===== src/rtl/a2d_spi_arb.sv =====
// a2d_spi_arb: two-client round-robin arbiter in front of an SPI master, with
// per-client request buffering, ownership lock (HOLD) and a BUSY timeout.
module a2d_spi_arb #(
    parameter int TO_CYCLES = 1024
) (
    input  logic        clk,
    input  logic        rst_n,
    input  logic        req0,
    input  logic        req1,
    input  logic [15:0] cmd0,
    input  logic [15:0] cmd1,
    input  logic        lock0,
    input  logic        lock1,
    output logic        gnt0,
    output logic        gnt1,
    output logic        done0,
    output logic        done1,
    output logic [15:0] rd_data,
    output logic        err,
    output logic        mstr_wrt,
    output logic [15:0] mstr_cmd,
    input  logic        mstr_done,
    input  logic [15:0] mstr_rd_data
);

    localparam int CW = $clog2(TO_CYCLES + 1);
    localparam logic [CW-1:0] TO_LAST = CW'(TO_CYCLES - 1);

    typedef enum logic [1:0] {
        IDLE = 2'd0,
        BUSY = 2'd1,
        HOLD = 2'd2
    } state_e;

    state_e        state_q, state_d;
    logic [1:0]    pend_q, pend_d;
    logic [15:0]   buf0_q, buf0_d;
    logic [15:0]   buf1_q, buf1_d;
    logic          owner_q, owner_d;
    logic          ptr_q, ptr_d;
    logic [CW-1:0] cnt_q, cnt_d;
    logic [1:0]    gnt_q, gnt_d;
    logic [1:0]    done_q, done_d;
    logic [15:0]   rd_q, rd_d;
    logic          err_q, err_d;
    logic          wrt_q, wrt_d;
    logic [15:0]   cmd_q, cmd_d;

    logic issue_s, issue_id_s, release_s, done_hit_s, timeout_s, lock_own_s;

    assign lock_own_s = owner_q ? lock1 : lock0;

    // State register
    always_ff @(posedge clk) begin
        if (!rst_n) begin
            state_q <= IDLE;
        end else begin
            state_q <= state_d;
        end
    end

    // Next-state logic and the issue/release/complete decisions
    always_comb begin
        state_d    = state_q;
        issue_s    = 1'b0;
        issue_id_s = owner_q;
        release_s  = 1'b0;
        done_hit_s = 1'b0;
        timeout_s  = 1'b0;
        case (state_q)
            IDLE: begin
                if (pend_q != 2'b00) begin
                    issue_s    = 1'b1;
                    issue_id_s = (pend_q == 2'b11) ? ptr_q : pend_q[1];
                    state_d    = BUSY;
                end else begin
                    state_d = IDLE;
                end
            end
            BUSY: begin
                // completion wins over a timeout landing in the same cycle
                if (mstr_done) begin
                    done_hit_s = 1'b1;
                    if (lock_own_s) begin
                        state_d = HOLD;
                    end else begin
                        state_d   = IDLE;
                        release_s = 1'b1;
                    end
                end else if (cnt_q == TO_LAST) begin
                    timeout_s = 1'b1;
                    release_s = 1'b1;
                    state_d   = IDLE;
                end else begin
                    state_d = BUSY;
                end
            end
            HOLD: begin
                if (pend_q[owner_q]) begin
                    issue_s    = 1'b1;
                    issue_id_s = owner_q;
                    state_d    = BUSY;
                end else if (!lock_own_s) begin
                    release_s = 1'b1;
                    state_d   = IDLE;
                end else begin
                    state_d = HOLD;
                end
            end
            default: begin
                state_d = IDLE;
            end
        endcase
    end

    // Datapath and registered-output next values
    always_comb begin
        if (issue_s && !issue_id_s) begin
            pend_d[0] = 1'b0;
        end else if (req0) begin
            pend_d[0] = 1'b1;
        end else begin
            pend_d[0] = pend_q[0];
        end
        if (issue_s && issue_id_s) begin
            pend_d[1] = 1'b0;
        end else if (req1) begin
            pend_d[1] = 1'b1;
        end else begin
            pend_d[1] = pend_q[1];
        end

        buf0_d  = (req0 && !pend_q[0]) ? cmd0 : buf0_q;
        buf1_d  = (req1 && !pend_q[1]) ? cmd1 : buf1_q;
        owner_d = issue_s ? issue_id_s : owner_q;
        ptr_d   = release_s ? ~owner_q : ptr_q;

        if (issue_s) begin
            gnt_d = issue_id_s ? 2'b10 : 2'b01;
        end else if (release_s) begin
            gnt_d = 2'b00;
        end else begin
            gnt_d = gnt_q;
        end

        if (done_hit_s) begin
            done_d = owner_q ? 2'b10 : 2'b01;
            rd_d   = mstr_rd_data;
        end else begin
            done_d = 2'b00;
            rd_d   = rd_q;
        end

        if (state_q == BUSY && !done_hit_s && !timeout_s) begin
            cnt_d = cnt_q + 1'b1;
        end else begin
            cnt_d = {CW{1'b0}};
        end

        err_d = timeout_s;
        wrt_d = issue_s;
        cmd_d = issue_s ? (issue_id_s ? buf1_q : buf0_q) : cmd_q;
    end

    // Datapath and output registers
    always_ff @(posedge clk) begin
        if (!rst_n) begin
            pend_q  <= 2'b00;
            buf0_q  <= 16'h0000;
            buf1_q  <= 16'h0000;
            owner_q <= 1'b0;
            ptr_q   <= 1'b0;
            cnt_q   <= {CW{1'b0}};
            gnt_q   <= 2'b00;
            done_q  <= 2'b00;
            rd_q    <= 16'h0000;
            err_q   <= 1'b0;
            wrt_q   <= 1'b0;
            cmd_q   <= 16'h0000;
        end else begin
            pend_q  <= pend_d;
            buf0_q  <= buf0_d;
            buf1_q  <= buf1_d;
            owner_q <= owner_d;
            ptr_q   <= ptr_d;
            cnt_q   <= cnt_d;
            gnt_q   <= gnt_d;
            done_q  <= done_d;
            rd_q    <= rd_d;
            err_q   <= err_d;
            wrt_q   <= wrt_d;
            cmd_q   <= cmd_d;
        end
    end

    assign gnt0     = gnt_q[0];
    assign gnt1     = gnt_q[1];
    assign done0    = done_q[0];
    assign done1    = done_q[1];
    assign rd_data  = rd_q;
    assign err      = err_q;
    assign mstr_wrt = wrt_q;
    assign mstr_cmd = cmd_q;

endmodule


===== config.mk =====
export PLATFORM = sky130hd
export DESIGN_NAME = a2d_spi_arb
export DESIGN_NICKNAME = d
export VERILOG_FILES = /design/src/rtl/a2d_spi_arb.sv
export SDC_FILE = /design/constraint.sdc
export NUM_CORES = 1
export LEC_CHECK = 0
export CAP_MARGIN = 10
export CORE_MARGIN = 2
export CORE_UTILIZATION = 51
export CTS_CLUSTER_DIAMETER = 50
export DETAILED_ROUTE_END_ITERATION = 8
export GPL_TIMING_DRIVEN = 0
export PLACE_DENSITY = 0.81
export SLEW_MARGIN = 20
export SYNTH_ARGS = -nofsm -noshare
export SYNTH_HDL_FRONTEND = slang
export SYNTH_SLANG_ARGS = --single-unit

===== constraint.sdc =====
create_clock -name clk -period 3.3 [get_ports clk]
set_input_delay 0.33 -clock clk [delete_from_list [all_inputs] [get_ports clk]]
set_output_delay 0.33 -clock clk [all_outputs]
set_load 0.05 [all_outputs]

# Word-level counts from Yosys, hierarchy flattened
# Index checks and enable logic that the tools add are counted.
op_classes:
  n_reduce_logical: 18
  eq_ne: 4
  bitwise: 2
  addsub: 1
  muxes: 29
  magnitude_cmp: 1
ops:
  columns: ["op", "count"]
  rows:
  - ["2-to-1 mux 1 bit", 18]
  - ["2-to-1 mux 16 bit", 1]
  - ["2-to-1 mux 2 bit", 7]
  - ["adder 11 x 1 -> 11 bit (second input constant)", 1]
  - ["== test 11 x 10 -> 1 bit (second input constant)", 1]
  - ["logical AND 1 bit", 6]
  - ["one-hot mux 2 bit (3 select lines)", 1]
  - ["logical NOT 1 bit", 5]
  - ["== test 2 bit (second input constant)", 2]
  - ["one-hot mux 1 bit (2 select lines)", 2]
  - ["AND reduction 2 bit", 2]
  - ["nonzero test 2 bit", 2]
  - ["OR reduction 2 bit", 2]
  - ["== test 2 x 1 -> 1 bit (second input constant)", 1]
  - ["logical NOT 2 bit", 1]
  - ["less-than comparator 1 x 2 -> 1 bit (second input constant)", 1]
  - ["inverter 1 bit", 2]
word_totals:
  ff_bits: 87
  output_inout_bits: 38
  elab_cells: 69
  in_bits: 55

# Depth between registers and ports, before layout
depth:
  ltp_word: 7
  ltp_mapped: 8
  ltp_nobuf: 6

# Worst setup path after synthesis
# No wires, ideal clock.
synth_path:
  path_type: "flip-flop to flip-flop"
  startpoint: "register state_q[1]"
  endpoint: "register gnt_q[1]"
  arrival_ns: 1.420
  t_required_ns: 3.183
  stages_incl_launch_ff: 8
  synth_period_minus_slack_ns: 1.537
  path_buffers: 1
  path_slack_ns: 1.763
  setup_time_ns: 0.117
  cell_sequence: "dfxtp_1 -> inv_1 -> ha_1 -> and2_1 -> clkbuf_1 -> a21oi_1 -> o22a_1 -> a32o_1"
synth_between:
  elab_chain_len: 4
  elab_cells_between_ends: 9
  classes_between: "eq/ne (2); mux (5); reduce/logical (2)"
synth_lines:
  columns: ["element", "line_no", "text"]
  rows:
  - ["start: declaration", "35", "state_e state_q, state_d;"]
  - ["start signal: assignment", "58", "state_q <= state_d;"]
  - ["logical NOT 2 bit", "70", "case (state_q)"]
  - ["2-to-1 mux 1 bit", null, null]
  - ["2-to-1 mux 2 bit", "139", "gnt_d = issue_id_s ? 2'b10 : 2'b01;"]
  - ["2-to-1 mux 2 bit", "138", "if (issue_s) begin"]
  - ["end signal: assignment", "187", "gnt_q <= gnt_d;"]
  - ["end: declaration", "42", "logic [1:0] gnt_q, gnt_d;"]
# Several ways; a longest one is shown, not always the timed one.
# A chain may end at the register's enable or synchronous reset.

# Worst setup path after layout
layout_path:
  startpoint: "register cmd_q[7] (netlist: mstr_cmd[7])"
  endpoint: "output mstr_cmd[7]"
layout_lines:
  columns: ["element", "line_no", "text"]
  rows:
  - ["start: declaration", "47", "logic [15:0] cmd_q, cmd_d;"]
  - ["start signal: assignment", "192", "cmd_q <= cmd_d;"]
  - ["end: declaration", "21", "output logic [15:0] mstr_cmd,"]
# No word-level cell between the ends.

==> qor.txt <==
STATUS
--------------------------------------------------------------------------------------
Run status                                                                finished clean

GLOBAL ROUTING
--------------------------------------------------------------------------------------
Number of antenna violations at the first check in global routing                    0
Overall track demand over capacity in global routing                             0.226
Number of global-route vias before repair                                         2957
Total overflow reported by the global router                                         0
First-pass GRT wire length                                                    13200 µm
Maximum number of pins on one net before global-route repair                        14

TIMING
--------------------------------------------------------------------------------------
Unrepaired setup endpoints after global routing                                     no
Number of failing setup endpoints in the final timing report                         0
Time the final worst path needs with I/O delays and setup                      1.85 ns
Transition time at the pin with the least slew margin                         0.526 ns
Final period utilization                                                         0.562
Total count of hold-check failures in the final report                               0
Worst clock skew                                                            0.00610 ns
Total Negative Setup Slacks                                                       0 ns
Setup slack after layout                                                       1.45 ns
Relative max-transition margin                                                   0.648
Final number of max-transition violations                                            0
Max Freq                                                                       539 MHz

SETUP PATH
--------------------------------------------------------------------------------------
Worst-path fanout max                                                                2
Cell at the slowest stage of the critical path                            clkdlybuf4s50_1
Kind of end point of the critical path                                    primary output
Launching element type of the critical path                                       flop
Reg-to-reg startpoint                                                       state_q[1]
Gate family responsible for the most delay along the worst path           buffers and inverters
Max stage delay on crit path                                                   0.82 ns
Cells traversed along the worst timing path                               clkdlybuf4s50_1
Register-to-register path setup slack                                          1.46 ns
Worst endpoint required time                                                   2.97 ns
Crit path DAT                                                                  1.52 ns
Count of buffer and inverter cells on the critical path                              1
Critical path type                                                        flop to primary output
Count of cells along the worst register-to-register path                             7
Worst reg2reg path endpoint                                                      ptr_q

FLOORPLANNING
--------------------------------------------------------------------------------------
Die W                                                                          85.3 µm
Initial cell density of the core                                                 0.528
Floorplan Core Area                                                           6390 µm²
Boundary Pins                                                                       93
Number of placement rows                                                            29
Area of the die                                                               7280 µm²
Vertical extent of the die                                                     85.3 µm

DRT
--------------------------------------------------------------------------------------
Vias after detailed routing                                                       3054
Post-Route WL                                                                  8120 µm
Wire per inst                                                                  14.1 µm
Number of vias per cell after detailed routing                                    5.29
Number of remaining DRC errors                                                       0
DR iter-0 viols                                                                    126
Number of optimization iterations in the first detailed-route pass                   4
Antenna viol nets, final                                                             0

POWER AND IR DROP
--------------------------------------------------------------------------------------
Worst voltage drop across the vdd grid                                        0.321 mV
Leakage power                                                                  1.67 nW
Sw Pwr                                                                          962 µW
Internal power consumption                                                     1.86 mW
Switching share of total power                                                   0.341
Power share of the combinational group                                           0.313
Clock share of power                                                             0.252
PD cells                                                                    615 nW/µm²
Overall Power                                                                  2.82 mW
Sequential group share of total power                                            0.435

YOSYS
--------------------------------------------------------------------------------------
Synth top area share                                                             0.516
Synthesized netlist cell count                                                     392
Primary FF master, synth                                                       dfxtp_1
Cell types occupying the most area after synthesis                        dfxtp_1 52%, nand2_1 11%, a21oi_1 11%, mux2i_1 5.6%, a211oi_1 3.6%
Number of warnings printed during yosys synthesis                                    0
Netlist area before placement                                                 3370 µm²
Mapped Nets                                                                        452
Register bit total from synthesis                                                   87
Area leader, netlist                                                           dfxtp_1
Count of cell types in the netlist                                                  33
Number of enable-type register cells in the synthesized netlist                      0
Fraction of registers with async set or reset after synthesis                        0
Sequential-to-total area share from yosys stat                                   0.516
Average size of a mapped cell                                                 8.61 µm²

LAYOUT
--------------------------------------------------------------------------------------
Share of final-layout standard cells stronger than drive strength 1             0.0440
Count of inserted antenna diode cells                                                0
Commonest non-fill, non-tap cell in the layout                                 nand2_1
Register cell area after layout                                               1740 µm²
Synthesis-to-layout area growth                                                  35.9%
Final net count                                                                    555
Commonest cells after routing, fill and taps aside                        103 x nand2_1, 92 x clkdlybuf4s50_1, 87 x dfxtp_1, 71 x a21oi_1, 23 x clkbuf_1
Post-route cell area                                                          4590 µm²
Number of fill cells                                                               537
Combined area of the multi-input logic cells                                  1470 µm²

WORST HOLD PATH
--------------------------------------------------------------------------------------
Min-Delay Startpoint                                                          cnt_q[0]
Type of the worst min-delay path                                          flop to flop
Hold path endpoint                                                            cnt_q[0]
Worst hold path stage count                                                          1

CLOCK TREE
--------------------------------------------------------------------------------------
Depth of the CTS H-tree                                                              3
Quantity of gates resized following cts                                              0
TritonCTS clock tree                                                              done
Root buf cell                                                                 clkbuf_8
Clock buffers created by TritonCTS                                                   9
Post-cts hold buffer count                                                           0
Buffers inserted by post-CTS timing repair                                           0
Number of clock sinks                                                               87
Clock latency reported for the late side of the worst-skew pair                0.34 ns
Maximum root-to-sink buffer count                                                    2
Clock slew at the register clock pins of the worst setup and hold paths        0.08 ns

PLACEMENT
--------------------------------------------------------------------------------------
Placement Setup Slack                                                          1.23 ns
Count of port buffers added during placement                                        92
DP Wirelength                                                                  5780 µm
Final weighted congestion in routability-driven placement                        0.795
Cell Area, Placed                                                             4390 µm²

FLOW RUN
--------------------------------------------------------------------------------------
Max-cap check violation count                                                        0

per-layer routing:
| layer | GRT usage | up-vias | routed length [µm] |
|---|---|---|---|
| met5 | 0 | - | 0 |
| met3 | 0.0399 | 7 | 513 |
| met4 | 0.0967 | 0 | 69 |
| met2 | 0.381 | 92 | 3960 |
| met1 | 0.284 | 1433 | 3570 |
| li1 | - | 1522 | - |
metrics by stage:
step | hold slack [ns] | utilization | std cells
2_1_floorplan | 0.404 | - | 392
3_3_place_gp | 0.422 | 0.688 | 561
3_5_place_dp | 0.433 | 0.688 | 561
4_1_cts | 0.447 | 0.718 | 577
5_1_grt | 0.474 | 0.718 | 577
6_report | 0.449 | 0.718 | 577
state kept, by name, indices dropped and copies added (netlist names), 2 cells and up:
name	cells
done_q	2
gnt_q	2
buf1_q	16
pend_q	2
rd_data	16
buf0_q	16
state_q	2
cnt_q	11
mstr_cmd	16
kinds of logic after synthesis:
| logic type | share of synthesized area |
|---|---|
| AND/OR/NAND/NOR | 0.178 |
| AO/OA/AOI/OAI | 0.161 |
| flip-flops | 0.516 |
| buffers and inverters | 0.0490 |
| multiplexers | 0.0564 |
| XOR/XNOR | 0.0208 |
| adder cells (fa/ha/maj) | 0.0185 |
synth_stat cells, types with 2 or more instances:
master	count
nand2_1	103
nand3b_1	2
buf_2	5
and4_1	2
ha_1	5
nand2b_1	6
inv_1	7
nor2_1	12
and2_1	2
dfxtp_1	87
mux2i_1	19
nand4_1	3
a32o_1	2
a211oi_1	16
and3_1	3
xnor2_1	3
nand3_1	3
xor2_1	5
a21oi_1	71
clkbuf_1	22
o21ai_0	2
how the worst max path moves through the flow:
stage | start | to | slack (ns) | cells after the start
global placement | mstr_done | gnt_q[1] | 1.29 | 6
CTS | mstr_cmd[11] | mstr_cmd[11] | 1.44 | 1
detailed placement | mstr_done | rd_data[0] | 1.23 | 6
finish | mstr_cmd[7] | mstr_cmd[7] | 1.45 | 1
global route | state_q[1] | rd_data[14] | 1.28 | 7
floorplan | state_q[1] | gnt_q[1] | 1.76 | 7
power by group through the flow:
stage / logic, mW / clock network [mW] / registers [mW]
6_report: 0.883 / 0.709 / 1.23
5_1_grt: 0.944 / 0.770 / 1.24
4_1_cts: 0.885 / 0.720 / 1.23
3_5_place_dp: 0.881 / 0 / 1.25
3_3_place_gp: 0.869 / 0 / 1.25
2_1_floorplan: 0.355 / 0 / 1.47
area by class of cell:
type	instances	area share
clock inverter	2	0.00273
timing repair buffer	92	0.201
multi-input combinational	269	0.320
buffer	29	0.0303
tap	77	0.0210
inverter	7	0.00573
clock buffer	14	0.0398
sequential	87	0.380
No activity file was read; power rests on OpenSTA's default activity.
